<file path="src/rtl/cpu_params_pkg.sv">
// Shared widths, the external I/O window base and the responder register map.
// Offsets are relative to the responder's BASE_ADDR.
package cpu_params_pkg;

    localparam int PC_SZ = 32;
    localparam int RSZ   = 32;

    localparam logic [PC_SZ-1:0] Ext_IO_Addr_Lo = 32'h0000_F000;

    localparam logic [PC_SZ-1:0] OFF_SCRATCH0  = 32'h0000_0000;
    localparam logic [PC_SZ-1:0] OFF_SCRATCH1  = 32'h0000_0004;
    localparam logic [PC_SZ-1:0] OFF_GPIO_OUT  = 32'h0000_0008;
    localparam logic [PC_SZ-1:0] OFF_GPIO_IN   = 32'h0000_000C;
    localparam logic [PC_SZ-1:0] OFF_TX_DATA   = 32'h0000_0010;
    localparam logic [PC_SZ-1:0] OFF_TX_STAT   = 32'h0000_0014;
    localparam logic [PC_SZ-1:0] OFF_CYCLE_CNT = 32'h0000_0018;

    localparam int TX_STAT_EMPTY_BIT = 0;
    localparam int TX_STAT_FULL_BIT  = 1;
    localparam int TX_STAT_COUNT_LSB = 2;
    localparam int TX_STAT_COUNT_MSB = 5;

endpackage

</file>
<file path="src/rtl/cpu_structs_pkg.sv">
// Types shared by the external I/O responder: FSM states and a captured access.
package cpu_structs_pkg;

    import cpu_params_pkg::*;

    typedef enum logic [1:0] {
        IDLE,
        WAIT,
        ACK,
        RECOVER
    } io_state_t;

    typedef struct packed {
        logic             rd;
        logic             wr;
        logic [PC_SZ-1:0] addr;
        logic [RSZ-1:0]   data;
    } io_access_t;

endpackage

</file>
<file path="src/rtl/io_tx_fifo.sv">
// Small synchronous FIFO feeding the TX valid/ready drain port.
// A push is accepted while full as long as a pop happens on the same edge.
module io_tx_fifo #(
    parameter int DEPTH = 4,
    parameter int WIDTH = 32
) (
    input  logic                   clk_in,
    input  logic                   reset_in,
    input  logic                   push,
    input  logic [WIDTH-1:0]       push_data,
    input  logic                   pop,
    output logic [WIDTH-1:0]       pop_data,
    output logic                   empty,
    output logic                   full,
    output logic [$clog2(DEPTH):0] count
);

    localparam int AW = $clog2(DEPTH);

    logic [WIDTH-1:0] mem [DEPTH];
    logic [AW-1:0]    wr_ptr;
    logic [AW-1:0]    rd_ptr;
    logic             do_push;
    logic             do_pop;

    assign empty   = (count == '0);
    assign full    = (count == (AW+1)'(DEPTH));
    assign do_pop  = pop && !empty;
    assign do_push = push && (!full || do_pop);

    // Pointers are exactly log2(DEPTH) bits wide, so they wrap modulo DEPTH.
    always_ff @(posedge clk_in or negedge reset_in) begin
        if (!reset_in) begin
            wr_ptr <= '0;
            rd_ptr <= '0;
            count  <= '0;
            for (int i = 0; i < DEPTH; i++) begin
                mem[i] <= '0;
            end
        end else begin
            if (do_push) begin
                mem[wr_ptr] <= push_data;
                wr_ptr      <= wr_ptr + 1'b1;
            end
            if (do_pop) begin
                rd_ptr <= rd_ptr + 1'b1;
            end
            if (do_push && !do_pop) begin
                count <= count + 1'b1;
            end else if (!do_push && do_pop) begin
                count <= count - 1'b1;
            end
        end
    end

    assign pop_data = empty ? '0 : mem[rd_ptr];

endmodule

</file>
<file path="src/rtl/ext_io_responder.sv">
// External I/O responder: scratch, GPIO, TX FIFO and cycle counter registers
// behind a req/ack handshake with a configurable number of wait states.
module ext_io_responder
    import cpu_params_pkg::*;
    import cpu_structs_pkg::*;
#(
    parameter logic [PC_SZ-1:0] BASE_ADDR   = Ext_IO_Addr_Lo,
    parameter int               WAIT_STATES = 1,
    parameter int               FIFO_DEPTH  = 4
) (
    input  logic             clk_in,
    input  logic             reset_in,
    input  logic             io_req,
    input  logic             io_rd,
    input  logic             io_wr,
    input  logic [PC_SZ-1:0] io_addr,
    input  logic [RSZ-1:0]   io_wr_data,
    output logic [RSZ-1:0]   io_rd_data,
    output logic             io_ack,
    output logic             io_ack_fault,
    output logic [RSZ-1:0]   gpio_out,
    input  logic [RSZ-1:0]   gpio_in,
    output logic             tx_valid,
    output logic [RSZ-1:0]   tx_data,
    input  logic             tx_ready
);

    localparam int          CW        = $clog2(FIFO_DEPTH) + 1;
    localparam logic [3:0]  WAIT_LOAD = (WAIT_STATES > 0) ? 4'(WAIT_STATES - 1) : 4'd0;

    io_state_t        state;
    io_state_t        next_state;
    io_access_t       held;
    io_access_t       cur;
    logic [3:0]       wait_cnt;
    logic [RSZ-1:0]   scratch0;
    logic [RSZ-1:0]   scratch1;
    logic [RSZ-1:0]   gpio_meta;
    logic [RSZ-1:0]   gpio_sync;
    logic [RSZ-1:0]   cycle_cnt;
    logic [RSZ-1:0]   tx_stat;
    logic [RSZ-1:0]   rd_value;
    logic [PC_SZ-1:0] offset;
    logic [CW-1:0]    fifo_count;
    logic             fifo_empty;
    logic             fifo_full;
    logic             commit;
    logic             fault;
    logic             wr_ok;
    logic             push;
    logic             pop;

    // With zero wait states the commit edge is the capture edge, so decode
    // must look at the live bus while idle and at the held copy afterwards.
    assign cur = (state == IDLE) ?
                 io_access_t'{rd: io_rd, wr: io_wr, addr: io_addr, data: io_wr_data} : held;

    always_ff @(posedge clk_in or negedge reset_in) begin
        if (!reset_in) begin
            state    <= IDLE;
            wait_cnt <= '0;
            held     <= '0;
        end else begin
            state <= next_state;
            if (state == IDLE && io_req) begin
                held     <= cur;
                wait_cnt <= WAIT_LOAD;
            end else if (state == WAIT && wait_cnt != 4'd0) begin
                wait_cnt <= wait_cnt - 1'b1;
            end
        end
    end

    always_comb begin
        next_state = state;
        case (state)
            IDLE:    if (io_req) next_state = (WAIT_STATES > 0) ? WAIT : ACK;
            WAIT:    if (wait_cnt == 4'd0) next_state = ACK;
            ACK:     next_state = RECOVER;
            RECOVER: next_state = IDLE;
            default: next_state = IDLE;
        endcase
    end

    assign commit = (next_state == ACK);
    assign offset = cur.addr - BASE_ADDR;
    assign pop    = tx_valid && tx_ready;
    assign wr_ok  = commit && cur.wr && !fault;
    assign push   = wr_ok && (offset == OFF_TX_DATA);

    always_comb begin
        tx_stat = '0;
        tx_stat[TX_STAT_COUNT_MSB:TX_STAT_COUNT_LSB] = 4'(fifo_count);
        tx_stat[TX_STAT_FULL_BIT]  = fifo_full;
        tx_stat[TX_STAT_EMPTY_BIT] = fifo_empty;
    end

    // Addresses below the base wrap to huge offsets and fall out as unmapped.
    always_comb begin
        fault    = 1'b0;
        rd_value = '0;
        if (cur.rd == cur.wr || offset[1:0] != 2'b00 || offset > OFF_CYCLE_CNT) begin
            fault = 1'b1;
        end else begin
            case (offset)
                OFF_SCRATCH0:  rd_value = scratch0;
                OFF_SCRATCH1:  rd_value = scratch1;
                OFF_GPIO_OUT:  rd_value = gpio_out;
                OFF_GPIO_IN: begin
                    rd_value = gpio_sync;
                    fault    = cur.wr;
                end
                OFF_TX_DATA:   fault = cur.rd || (fifo_full && !pop);
                OFF_TX_STAT: begin
                    rd_value = tx_stat;
                    fault    = cur.wr;
                end
                OFF_CYCLE_CNT: begin
                    rd_value = cycle_cnt;
                    fault    = cur.wr;
                end
                default:       fault = 1'b1;
            endcase
        end
    end

    always_ff @(posedge clk_in or negedge reset_in) begin
        if (!reset_in) begin
            io_ack       <= 1'b0;
            io_ack_fault <= 1'b0;
            io_rd_data   <= '0;
        end else begin
            io_ack       <= commit;
            io_ack_fault <= commit && fault;
            io_rd_data   <= (commit && cur.rd && !fault) ? rd_value : '0;
        end
    end

    always_ff @(posedge clk_in or negedge reset_in) begin
        if (!reset_in) begin
            scratch0 <= '0;
            scratch1 <= '0;
            gpio_out <= '0;
        end else if (wr_ok) begin
            if (offset == OFF_SCRATCH0) scratch0 <= cur.data;
            if (offset == OFF_SCRATCH1) scratch1 <= cur.data;
            if (offset == OFF_GPIO_OUT) gpio_out <= cur.data;
        end
    end

    always_ff @(posedge clk_in or negedge reset_in) begin
        if (!reset_in) begin
            gpio_meta <= '0;
            gpio_sync <= '0;
            cycle_cnt <= '0;
        end else begin
            gpio_meta <= gpio_in;
            gpio_sync <= gpio_meta;
            cycle_cnt <= cycle_cnt + 1'b1;
        end
    end

    io_tx_fifo #(
        .DEPTH (FIFO_DEPTH),
        .WIDTH (RSZ)
    ) u_tx_fifo (
        .clk_in    (clk_in),
        .reset_in  (reset_in),
        .push      (push),
        .push_data (cur.data),
        .pop       (pop),
        .pop_data  (tx_data),
        .empty     (fifo_empty),
        .full      (fifo_full),
        .count     (fifo_count)
    );

    assign tx_valid = !fifo_empty;

endmodule

</file>
<file path="config.mk">
export PLATFORM = sky130hd
export DESIGN_NAME = ext_io_responder
export DESIGN_NICKNAME = d
export VERILOG_FILES = /design/src/rtl/cpu_params_pkg.sv /design/src/rtl/cpu_structs_pkg.sv /design/src/rtl/io_tx_fifo.sv /design/src/rtl/ext_io_responder.sv
export SDC_FILE = /design/constraint.sdc
export NUM_CORES = 1
export LEC_CHECK = 0
export ABC_CLOCK_PERIOD_IN_PS = 4450
export CORE_MARGIN = 2
export CORE_UTILIZATION = 30
export DETAILED_ROUTE_END_ITERATION = 7
export PLACE_DENSITY = 0.53
export SYNTH_ARGS = -nofsm -noshare
export SYNTH_HDL_FRONTEND = slang
export SYNTH_SLANG_ARGS = --single-unit
</file>
<file path="constraint.sdc">
create_clock -name clk_in -period 4.45 [get_ports clk_in]
set_input_delay 1.335 -clock clk_in [delete_from_list [all_inputs] [get_ports clk_in]]
set_output_delay 1.335 -clock clk_in [all_outputs]
set_load 0.05 [all_outputs]
</file>
==> results.md <==
- Post-synthesis register bit count: between 400 and 500
- Initial antenna violation count: 2
- Vias per cell: roughly 4.9
- Sink Count: roughly 430
- Fmax: approximately 230 MHz
- GRT Overall Usage: 0.162
- Clk_skew: roughly 0.037 ns
- CTS tree: done
- Std cell rows: 90
- Die W: around 250 um
- Layout area overhead: 27.5%
- Max clock buf depth: 3
- WHS: between 0.3 and 0.4 ns
- Max_cap viols: 0
- Max IR drop VDD: 0.257 mV
- Final GP Congestion: 0.770
- Fin nets: between 1500 and 2000
- Post-synth EDFFs: 0
- Final Cycle Share: 0.962
- Hold-fix buffers, CTS: 0
- CTS buffer count: 50
- Setup Buffers After CTS: 0
- Initial cell density of the core: 0.304
- Leak: about 0.011 uW
- Main flop type after synthesis: dfrtp_1
- Met2 Use GR: 0.260
- Routed len/inst: around 21 um
- Port buffer count: 200
- H-tree Lvls: 2
- Avg Cell Area, Syn: approximately 14 um2
- Sequential-to-total area share from yosys stat: 0.591
- Worst Reg-to-Reg Cells: 14
- Clk slew on worst S/H paths: about 0.060 ns
- Synth warn: 0
- Mapped Cells: 1316
- Clk_lat worst skew: around 0.60 ns
- Post-route DRC: 0
- CP Max Fanout: 8
- Die area: 0.0631 mm2
- Hold Path Cell Cnt: 0
- Routed Antenna Nets: 0
- Post-Syn Nets: ~1400
- Met1 GRT Util: 0.222
- HPWL after detailed placement: 33700 um
- RR Startpoint: state[1]
- Asr flop ratio synth: 1.00
- Core area: 0.0604 mm2
- Tot Pwr: about 11000 uW
- Count leader, synth: dfrtp_1
- Critical Path Source Type: flop
- Critical setup path kind: flop to output pin
- Finish-stage setup viols: 0
- Hold EP: gpio_sync[4]
- Vias: 11648
- Synth area leader: dfrtp_1
- Final Hold Fails: 0
- Antenna fix cells: 0
- Hold Startpoint: gpio_meta[4]
- Top-area cell type share of the netlist area: 0.591
- RSZ-0062 raised after global routing: false
- Outcome: finished, final reports clean
- Leading post-synthesis cells by cell area: dfrtp_1, mux2_1, mux2_2
- CP endpoint kind: output pin
- Die Ht: ~250 um
- Vias in the first global route: around 13000
- Post-Syn Area: 0.0183 mm2
- P per Cell Area: 454 mW/mm2
- WP data required: between 3 and 4 ns
- Layout cell share with drive strength beyond 1: 0.185
- Resize count post-CTS: 0
- Synth top cells by count: dfrtp_1, mux2_1, nand2_1, mux2_2, clkbuf_1
- Drt first pass iters: 5
- Pin count of the biggest net entering global routing: between 80 and 90
- Final Non-Filler Cells: 2379
- Placed cells: ~2300
- Reg2reg end: u_tx_fifo.count[2]
- GRT overflow: 0
- Worst hold-check path type: flop to flop
- Number of I/O pins: between 200 and 250
- First-pass GRT wire length: approximately 78000 um
- Pins over their slew limit: 0
- Top Usage Layer GRT: met2
- 1st-iter DRT viols: 819
- Relative slew slack: 0.501
- Worst-Margin Slew: ~0.75 ns
- Final wirelength: 49900 um
- Post-synth cell types: between 50 and 60
- Min Tclk post-route: about 4.3 ns
- Flop-to-flop setup slack: between 0.8 and 0.9 ns
- CP arrival: 2.95 ns
- Met3 GRT Util: 0.0351
- Clock root buffer: clkbuf_16
[cell type report]
cell class,instances,area [um2]
fillers,5751,37000
flip-flops and latches,433,10800
multi-input cells,790,7100
repair buffers,272,2780
clock buffers,73,1440
well taps,782,978
clock inverters,13,191
inverters,16,60.1
[power by group]
part           internal, uW  total, uW  switching, uW
sequential             4300       4500            200
combinational           769       2030           1260
clock                  2460       4100           1640
[metrics by stage]
step / worst slack, ns / utilization / TNS [ns] / instance area, um2
after global placement: -0.245 / 0.360 / -38.11 / 21800
final: 0.168 / 0.387 / 0 / 23400
after detailed placement: -0.316 / 0.360 / -51.59 / 21800
after CTS: 0.0991 / 0.387 / 0 / 23400
after floorplan: 0.202 / - / 0 / 18300
after global routing: 0.0568 / 0.387 / 0 / 23400
[registers in the layout (all words and copies together), names as in the netlist]
signal and flops:
gpio_meta 32, state 2, io_ack_fault 1, scratch1 32, gpio_out 32, cycle_cnt 32, u_tx_fifo.wr_ptr 2, u_tx_fifo.mem 128
held 66, io_rd_data 32, u_tx_fifo.count 3, u_tx_fifo.rd_ptr 2, gpio_sync 32, scratch0 32, io_ack 1, wait_cnt 4
[cells by family (layout without fill, tap and decap cells)]
kind of cell | Yosys count | after routing | synth area share
flops | 433 | 433 | 0.591
mux | 328 | 328 | 0.221
simple gates | 271 | 271 | 0.0788
compound gates | 137 | 137 | 0.0568
buf+inv | 93 | 374 | 0.0249
xor+xnor | 46 | 46 | 0.0220
fa+ha+maj | 8 | 8 | 0.00587
[how the worst max path moves through the flow]
stage                              from  depth (start not counted)                  to  slack [ns]
floorplan                   io_addr[11]                         14  u_tx_fifo.count[2]        0.20
global placement            io_addr[11]                         13  u_tx_fifo.count[2]       -0.25
detailed placement          io_addr[11]                         13  u_tx_fifo.count[2]       -0.32
CTS                 u_tx_fifo.rd_ptr[0]                          4          tx_data[6]         0.1
global route        u_tx_fifo.rd_ptr[0]                          4         tx_data[10]        0.06
finish              u_tx_fifo.rd_ptr[0]                          4          tx_data[6]        0.17
[worst max-delay path, stage by stage (launching register included)]
cell	delay, ns
dfrtp_2	0.59
buf_4	0.32
mux4_2	0.52
and2_1	0.20
clkdlybuf4s50_1	0.71
[cells in the final DEF, fill, tap and decap left out, types with 14 or more instances in the layout]
master             n
buf_12            22
inv_1             16
mux4_2            32
a21oi_1           39
a22oi_1           39
dfrtp_1          431
a222oi_1          27
xor2_1            14
xnor2_1           32
clkdlybuf4s50_1  180
nor4_1            14
mux2_1           212
nand2_1          121
clkbuf_16         50
nand3_1           16
mux2_2            77
nor2_1            22
and2_1            35
buf_4             69
[routing by layer]
layer	vias to the layer above	part of all wire	routed length [um]
li1	5275	-	-
met5	-	0.00028	14
met1	6044	0.45	22700
met2	262	0.47	23400
met4	2	0.021	1050
met3	65	0.053	2670
Power figures use the tool's default switching activity.
